==> config.mk <==
export PLATFORM = sky130hd
export DESIGN_NAME = hazard_ctrl
export DESIGN_NICKNAME = d
export VERILOG_FILES = /design/src/rtl/hazard_ctrl.sv
export SDC_FILE = /design/constraint.sdc
export NUM_CORES = 1
export LEC_CHECK = 0
export CAP_MARGIN = 40
export CORE_MARGIN = 2
export CORE_UTILIZATION = 35
export CTS_CLUSTER_DIAMETER = 100
export DETAILED_ROUTE_END_ITERATION = 6
export RECOVER_POWER = 50
export SETUP_SLACK_MARGIN = 0.4
export SYNTH_ARGS = -nofsm -noshare
export SYNTH_HDL_FRONTEND = slang
export SYNTH_SLANG_ARGS = --single-unit
==> constraint.sdc <==
create_clock -name clk -period 2.6 [get_ports clk]
set_clock_uncertainty 0.1 [all_clocks]
set_input_delay 0.52 -clock clk [delete_from_list [all_inputs] [get_ports clk]]
set_output_delay 0.52 -clock clk [all_outputs]
set_load 0.05 [all_outputs]
==> src/rtl/hazard_ctrl.sv <==
// Central hazard controller: shadow E/M/W producer state, D-stage stall,
// forwarding selects and the mult/div HI/LO busy interlock.
module hazard_ctrl #(
    parameter int MULT_CYCLES = 5,
    parameter int DIV_CYCLES  = 10,
    parameter int CNT_W       = 4
) (
    input  logic       clk,
    input  logic       reset,
    input  logic [4:0] A_rsD,
    input  logic [4:0] A_rtD,
    input  logic [1:0] TuseRsD,
    input  logic [1:0] TuseRtD,
    input  logic [4:0] AwriteD,
    input  logic       RegWriteD,
    input  logic [1:0] TnewD,
    input  logic [1:0] md_kindD,
    input  logic       md_useD,
    output logic       stall,
    output logic       flushE,
    output logic [1:0] fwd_rsD,
    output logic [1:0] fwd_rtD,
    output logic [1:0] fwd_rsE,
    output logic [1:0] fwd_rtE,
    output logic       fwd_rtM,
    output logic       md_busy
);

    logic             we_e_q, we_e_d;
    logic [4:0]       aw_e_q, aw_e_d;
    logic [1:0]       tn_e_q, tn_e_d;
    logic [4:0]       rs_e_q, rs_e_d;
    logic [4:0]       rt_e_q, rt_e_d;
    logic [1:0]       kind_e_q, kind_e_d;
    logic             we_m_q, we_m_d;
    logic [4:0]       aw_m_q, aw_m_d;
    logic [1:0]       tn_m_q, tn_m_d;
    logic [4:0]       rt_m_q, rt_m_d;
    logic             we_w_q, we_w_d;
    logic [4:0]       aw_w_q, aw_w_d;
    logic [1:0]       tn_w_q, tn_w_d;
    logic [CNT_W-1:0] cnt_q, cnt_d;

    logic stall_rs, stall_rt, stall_md;

    function automatic logic hit(input logic we, input logic [4:0] aw,
                                 input logic [4:0] r);
        return we && (aw == r) && (r != 5'd0);
    endfunction

    function automatic logic [1:0] dec_sat(input logic [1:0] t);
        return (t == 2'd0) ? 2'd0 : t - 2'd1;
    endfunction

    assign md_busy  = (cnt_q != '0) || (kind_e_q != 2'd0);
    assign stall_rs = (hit(we_e_q, aw_e_q, A_rsD) && (tn_e_q > TuseRsD))
                   || (hit(we_m_q, aw_m_q, A_rsD) && (tn_m_q > TuseRsD));
    assign stall_rt = (hit(we_e_q, aw_e_q, A_rtD) && (tn_e_q > TuseRtD))
                   || (hit(we_m_q, aw_m_q, A_rtD) && (tn_m_q > TuseRtD));
    assign stall_md = md_useD && md_busy;
    assign stall    = stall_rs || stall_rt || stall_md;
    assign flushE   = stall;

    // Only producers whose result already exists (Tnew=0) may forward.
    always_comb begin
        fwd_rsD = 2'd0;
        if (hit(we_e_q, aw_e_q, A_rsD) && tn_e_q == 2'd0)
            fwd_rsD = 2'd1;
        else if (hit(we_m_q, aw_m_q, A_rsD) && tn_m_q == 2'd0)
            fwd_rsD = 2'd2;
        else if (hit(we_w_q, aw_w_q, A_rsD) && tn_w_q == 2'd0)
            fwd_rsD = 2'd3;

        fwd_rtD = 2'd0;
        if (hit(we_e_q, aw_e_q, A_rtD) && tn_e_q == 2'd0)
            fwd_rtD = 2'd1;
        else if (hit(we_m_q, aw_m_q, A_rtD) && tn_m_q == 2'd0)
            fwd_rtD = 2'd2;
        else if (hit(we_w_q, aw_w_q, A_rtD) && tn_w_q == 2'd0)
            fwd_rtD = 2'd3;

        fwd_rsE = 2'd0;
        if (hit(we_m_q, aw_m_q, rs_e_q) && tn_m_q == 2'd0)
            fwd_rsE = 2'd1;
        else if (hit(we_w_q, aw_w_q, rs_e_q) && tn_w_q == 2'd0)
            fwd_rsE = 2'd2;

        fwd_rtE = 2'd0;
        if (hit(we_m_q, aw_m_q, rt_e_q) && tn_m_q == 2'd0)
            fwd_rtE = 2'd1;
        else if (hit(we_w_q, aw_w_q, rt_e_q) && tn_w_q == 2'd0)
            fwd_rtE = 2'd2;

        fwd_rtM = hit(we_w_q, aw_w_q, rt_m_q) && tn_w_q == 2'd0;
    end

    always_comb begin
        we_e_d   = stall ? 1'b0 : RegWriteD;
        aw_e_d   = stall ? 5'd0 : AwriteD;
        tn_e_d   = stall ? 2'd0 : TnewD;
        rs_e_d   = stall ? 5'd0 : A_rsD;
        rt_e_d   = stall ? 5'd0 : A_rtD;
        kind_e_d = stall ? 2'd0 : md_kindD;
        we_m_d   = we_e_q;
        aw_m_d   = aw_e_q;
        tn_m_d   = dec_sat(tn_e_q);
        rt_m_d   = rt_e_q;
        we_w_d   = we_m_q;
        aw_w_d   = aw_m_q;
        tn_w_d   = dec_sat(tn_m_q);
        // A new mult/div in E always reloads, even over a pending count.
        if (kind_e_q == 2'd1)
            cnt_d = CNT_W'(MULT_CYCLES);
        else if (kind_e_q != 2'd0)
            cnt_d = CNT_W'(DIV_CYCLES);
        else if (cnt_q != '0)
            cnt_d = cnt_q - CNT_W'(1);
        else
            cnt_d = cnt_q;
    end

    always_ff @(posedge clk) begin
        if (reset) begin
            we_e_q   <= 1'b0;
            aw_e_q   <= 5'd0;
            tn_e_q   <= 2'd0;
            rs_e_q   <= 5'd0;
            rt_e_q   <= 5'd0;
            kind_e_q <= 2'd0;
            we_m_q   <= 1'b0;
            aw_m_q   <= 5'd0;
            tn_m_q   <= 2'd0;
            rt_m_q   <= 5'd0;
            we_w_q   <= 1'b0;
            aw_w_q   <= 5'd0;
            tn_w_q   <= 2'd0;
            cnt_q    <= '0;
        end else begin
            we_e_q   <= we_e_d;
            aw_e_q   <= aw_e_d;
            tn_e_q   <= tn_e_d;
            rs_e_q   <= rs_e_d;
            rt_e_q   <= rt_e_d;
            kind_e_q <= kind_e_d;
            we_m_q   <= we_m_d;
            aw_m_q   <= aw_m_d;
            tn_m_q   <= tn_m_d;
            rt_m_q   <= rt_m_d;
            we_w_q   <= we_w_d;
            aw_w_q   <= aw_w_d;
            tn_w_q   <= tn_w_d;
            cnt_q    <= cnt_d;
        end
    end

endmodule
==> flow_metrics.tcl, run 1 <==
set metrics [dict create \
    antenna_left 0 \
    rsz0062_at_grt "yes" \
    gr-usage-all-layers_pct 19.44 \
    grt_overflow 0 \
    slew_headroom_pct 0.6031 \
    cp_top_family "simple AND/OR/NAND/NOR gates" \
    slew_violations 0 \
    cts_made_buffers 5 \
    synth_cells 283 \
    synth_top_cell_by_area "dfxtp_1" \
    syn-mean-instance-area_um2 9.254 \
    first_pass_iters 4 \
    drt_iter0_drc 115 \
    netlist.area_leader.share_pct 34.40 \
    cts_max_level 2 \
    postCtsHoldBufs 0 \
    fin_cells 480 \
    layout_setup_ws_ns -0.3317 \
    place_congestion 0.8509 \
    port_buffers 38 \
    endpoint_kind "primary output" \
    clockBufferDepth 2 \
    critPathLaunchType "register" \
    vias 2387 \
    holdCritPathClass "reg2reg" \
    vdd_ir_drop_max_v 0.0003844 \
    dp_hpwl_um 4966 \
    fp.dieH_um 90.50 \
    p_per_area_nw_per_um2 608.9 \
    grt_max_degree 46 \
    dp_cells 441 \
    insertion_delay_ns 0.30 \
    hold_viol_final 0 \
    wl_per_cell_um 16.92 \
    ys_seq_elements 45 \
    cp.required_ns 1.98 \
    max_stage_delay_ns 0.37 \
    grt_pass1_vias 2365 \
    antenna_found_initial 0 \
    worst_pin_slew_ns 1.491 \
    wl_um 8123 \
    synth_edf_count 0 \
    max_freq_mhz 341.1 \
    cp_cell_sequence "inv_2, ha_4, or3b_4, or3_4, a221o_1, or2_4, buf_12" \
    initial_core_util_pct 36.10 \
    cts_tree "built" \
    cp_num_buf_inv 2 \
    fin_area_um2 4581 \
    status "complete, but fails checks" \
    synth.most_common_cell "dfxtp_1" \
    fin_crit_sh_pct 112.8 \
    drive_gt1_share_pct 51.71 \
    yosysWarnings 0 \
    via_per_inst 4.973 \
    ys_seq_area_share_pct 34.40 \
    critPathMaxFanout 2 \
    dpl-instance-area_um2 3611 \
    async_flop_share_pct 0 \
    nets 418 \
    cp_slowest_cell "or3b_4" \
    ys_types 44 \
    ios 39 \
    final_util_pct 63.15 \
    cts_sinks 45 \
    grt_pass1_wl_um 12530 \
    area_growth_pct 74.92 \
    die_x_um 90.50 \
    clk_pin_slew_ns 0.09 \
    syn-cell-area_um2 2619 \
    drv_cap 1 \
    dp_slack_ns -0.5671 \
    cts-root-buf "clkbuf_8" \
    ys.flop_type "dfxtp_1" \
    core_um2 7253 \
    num_rows 31 \
    syn_nets 321 \
    diodes 0 \
    drt_drc_violations_left 0 \
    synth_area_leaders "dfxtp_1 34%, xnor2_1 13%, nor4_2 5.7%, ha_1 5.3%, nor4b_2 4.6%" \
    setup_violations 5 \
    crit_type "reg2out" \
    p_leak_uw 0.001784 \
    reg2reg_slack_ns 0.07 \
    synth_commonest_cells "45 x dfxtp_1, 38 x xnor2_1, 25 x inv_1" \
    violations "max-capacitance violations, negative setup slack" \
    critPathArrivalTime_ns 2.31 \
    fin_crit_ns 2.932 \
    dieArea_um2 8190 \
]
## power breakdown
part / internal, uW / switching [uW]
registers: 784 / 112
clock network: 313 / 239
logic: 738 / 603
## final cells by class
type,count,area (um^2)
clock buffer,7,86.33
clock inverter,1,30.03
fill,571,2673
inverter,25,96.34
multi-input combinational,192,2095
sequential,45,932.1
tap,99,123.9
timing repair buffer,111,1217
## kinds of logic after synthesis
group	after synthesis	share of synthesized area [%]
flip-flops	45	34.40
buffers and inverters	46	7.454
AO/OA/AOI/OAI	20	5.447
XOR/XNOR	50	16.72
AND/OR/NAND/NOR	109	29.96
multiplexers	2	0.7645
adder cells (fa/ha/maj)	11	5.256
## through the flow
step	TNS (ns)	power (uW)	hold slack, ns
6_report	-0.7895	2789	0.3525
3_3_place_gp	-9.247	1773	0.3047
2_1_floorplan	-0.5523	1510	0.2975
5_1_grt	-1.081	2932	0.3791
4_1_cts	-0.8696	2685	0.3460
3_5_place_dp	-9.319	1794	0.3112
## routing by layer
layer | vias to the layer above | part of all wire, % | GRT usage (%) | wire length (um)
li1 | 1163 | - | - | -
met1 | 1150 | 42 | 24.59 | 3425
met2 | 60 | 53 | 33.52 | 4266
met3 | 14 | 3.3 | 2.755 | 270
met4 | 0 | 2.0 | 7.179 | 160
met5 | - | 0 | 0 | 0
## flip-flops by register name (all words and copies together), names as in the netlist, 2 cells and up
| register | count |
|---|---|
| rt_m_q | 5 |
| aw_w_q | 5 |
| aw_e_q | 5 |
| rt_e_q | 5 |
| aw_m_q | 5 |
| tn_e_q | 2 |
| cnt_q | 4 |
| tn_w_q | 2 |
| tn_m_q | 2 |
| kind_e_q | 2 |
| rs_e_q | 5 |
## final timing paths
| kind | to | startpoint | depth (start not counted) |
|---|---|---|---|
| setup / recovery | flushE | cnt_q[0] | 7 |
| hold / removal | tn_m_q[0] | tn_e_q[0] | 1 |
| setup reg to reg | aw_e_q[3] | cnt_q[0] | 10 |
| hold reg to reg | tn_m_q[0] | tn_e_q[0] | 1 |
## placed cells by master (no fill, tap or decap), types with 3 or more instances in the layout
cell type	instances
buf_12	11
xnor2_1	29
buf_4	43
inv_1	21
ha_4	3
a21oi_1	4
buf_2	5
or4_4	5
nor4_2	4
ha_1	8
nand2_1	8
dfxtp_2	10
nand3_1	3
nor3_4	5
buf_8	5
nand4_1	7
nor3_1	8
nor4_4	14
buf_16	3
nor4b_4	6
inv_2	3
nor2_1	10
dfxtp_1	30
nor2_4	4
xnor2_2	7
clkbuf_8	6
buf_6	26
nor2b_1	18
clkdlybuf4s50_1	15
xor2_1	11
dfxtp_4	5
## repair_timing
| action | CTS | global route |
|---|---|---|
| setup buffers | 24 | 4 |
| setup endpoints to repair | 32 | 32 |
| gates cloned | 3 | 0 |
| resized for setup | 131 | 31 |
| pin swaps | 45 | 20 |
Note: power is estimated with default switching activity, not from simulation.
==> run 2: changes to the inputs <==
Settings changed: CTS_BUF_LIST from default to sky130_fd_sc_hd__clkbuf_8.
==> run 2 against run 1 <==
The run ends with max-capacitance violations, max-slew violations, negative setup slack left. Clock power about the same. Total power decreased by 0.20%. Setup slack got worse by 0.0080 ns. First-iteration DRC count decreased by 51%. Flip-flop and latch count unchanged. Worst hold slack got worse by 0.0015 ns. Via count decreased by 1.3%. Register-to-register slack about the same. Largest cell class unchanged. Highest routed layer unchanged.
==> flow_metrics.tcl, run 2 (same netlist as run 1, synthesis figures left out) <==
set metrics [dict create \
    status "complete, but fails checks" \
    violations "max-capacitance violations, max-slew violations, negative setup slack" \
    insertion_delay_ns 0.31 \
    grt_max_degree 46 \
    endpoint_kind "primary output" \
    drv_cap 1 \
    cts_sinks 45 \
    gr-usage-all-layers_pct 19.08 \
    cts_made_buffers 5 \
    initial_core_util_pct 36.10 \
    swShare_pct 34.30 \
    antenna_left 0 \
    vdd_ir_drop_max_v 0.0003838 \
    antenna_found_initial 0 \
    postCtsHoldBufs 0 \
    wl_per_cell_um 16.68 \
    grt_overflow 0 \
    cts_max_level 2 \
    port_buffers 38 \
    min_from "tn_e_q[0]" \
    min_to "tn_m_q[0]" \
    seqPwrFrac_pct 32.0 \
    fin_crit_ns 2.940 \
    cts_tree "built" \
    final_cell_mix "40 x buf_4, 29 x xnor2_1, 29 x dfxtp_1, 29 x buf_6, 22 x inv_1" \
    drt_iter0_drc 56 \
    r2r-end "aw_e_q[3]" \
    drive_gt1_share_pct 51.72 \
    fp.dieH_um 90.50 \
    holdCritPathClass "reg2reg" \
    via_per_inst 4.929 \
    layout_setup_ws_ns -0.3397 \
    critPathLaunchType "register" \
    first_pass_iters 4 \
    holdPathStages 1 \
    fill_cells 562 \
    r2r_cells 10 \
    core_um2 7253 \
    vias 2356 \
    diodes 0 \
    critPathMaxFanout 2 \
    clockPowerShare_pct 19.9 \
    ios 39 \
    power_uw 2784 \
    final_common_cell "buf_4" \
    grt_pass1_wl_um 12340 \
    num_rows 31 \
    die_x_um 90.50 \
    critPathArrivalTime_ns 2.32 \
    max_freq_mhz 340.2 \
    dp_hpwl_um 4966 \
    rsz0062_at_grt "yes" \
    dp_slack_ns -0.5671 \
    cp.required_ns 1.98 \
    clockBufferDepth 2 \
    crit_type "reg2out" \
    cts-root-buf "clkbuf_8" \
    switchingPower_uw 954.8 \
    wl_um 7973 \
    p_leak_uw 0.001781 \
    grt_pass1_vias 2363 \
    nets 416 \
    reg2reg_slack_ns 0.07 \
    dieArea_um2 8190 \
    clk_pin_slew_ns 0.08 \
    slew_headroom_pct -1.302 \
    hold_viol_final 0 \
    drt_drc_violations_left 0 \
    p_per_area_nw_per_um2 608.5 \
    place_congestion 0.8509 \
    area_growth_pct 74.68 \
    fin_crit_sh_pct 113.1 \
    r2r_start "cnt_q[0]" \
    pwr-share-comb_pct 48.0 \
    worst_pin_slew_ns 1.520 \
    setup_violations 4 \
    p_int_uw 1829 \
    slew_violations 46 \
]
run 2: cell types whose count changed in the layout (fill, tap and decap cells not counted), sizes merged:
cell,delta
clkbuf,-1
buf,-2
inv,+1
run 2: layer usage:
layer | GRT usage, % | share of wire (%) | vias to the layer above
met5 | 0 | 0 | -
met4 | 6.795 | 1.7 | 0
met3 | 2.922 | 3.7 | 9
met2 | 32.59 | 53 | 56
met1 | 24.37 | 42 | 1136
li1 | - | - | 1155
run 2: stage by stage:
| step | util (%) | instance area (um^2) | instances | TNS, ns | hold WS (ns) |
|---|---|---|---|---|---|
| 6_report | 63.07 | 4574 | 478 | -0.8326 | 0.3510 |
| 4_1_cts | 59.60 | 4323 | 476 | -0.8696 | 0.3460 |
| 3_5_place_dp | 49.78 | 3611 | 441 | -9.319 | 0.3112 |
| 2_1_floorplan | - | 2808 | 283 | -0.5523 | 0.2975 |
| 3_3_place_gp | 49.78 | 3611 | 441 | -9.247 | 0.3047 |
| 5_1_grt | 63.07 | 4574 | 478 | -1.101 | 0.3791 |
run 2: worst max-delay path, stage by stage, from the launching register on:
cell and delay [ns]:
dfxtp_2 0.33, inv_2 0.07, ha_4 0.13, or3b_4 0.37
or3_4 0.34, a221o_1 0.35, or2_4 0.27, buf_12 0.15
run 2: final cells by class:
type	instances	area (um^2)	area share (%)
multi-input combinational	192	2091	45.71
timing repair buffer	109	1209	26.42
sequential	45	938.4	20.51
tap	99	123.9	2.708
inverter	25	96.34	2.106
clock buffer	6	82.58	1.805
clock inverter	2	33.78	0.7385
run 2: timing repair:
item / in CTS / in global routing
setup endpoints to repair: 32 / 32
setup buffers: 24 / 2
pin swaps: 45 / 20
gates cloned: 3 / 0
resized for setup: 130 / 36
run 2: how the worst max path moves through the flow:
stage	slack, ns	startpoint	end
final	-0.34	cnt_q[0]	flushE
after global routing	-0.40	cnt_q[0]	flushE
after CTS	-0.38	cnt_q[0]	flushE
after detailed placement	-0.57	A_rsD[0]	flushE
after floorplan	-0.29	cnt_q[1]	stall
after global placement	-0.57	A_rtD[2]	flushE
run 2: power groups by stage:
stage / clock (uW) / combinational (uW) / sequential [uW]
after floorplan: 0 / 655 / 855
after global placement: 0 / 889 / 884
after detailed placement: 0 / 906 / 888
after CTS: 557 / 1240 / 883
after global routing: 588 / 1430 / 903
final: 555 / 1340 / 892
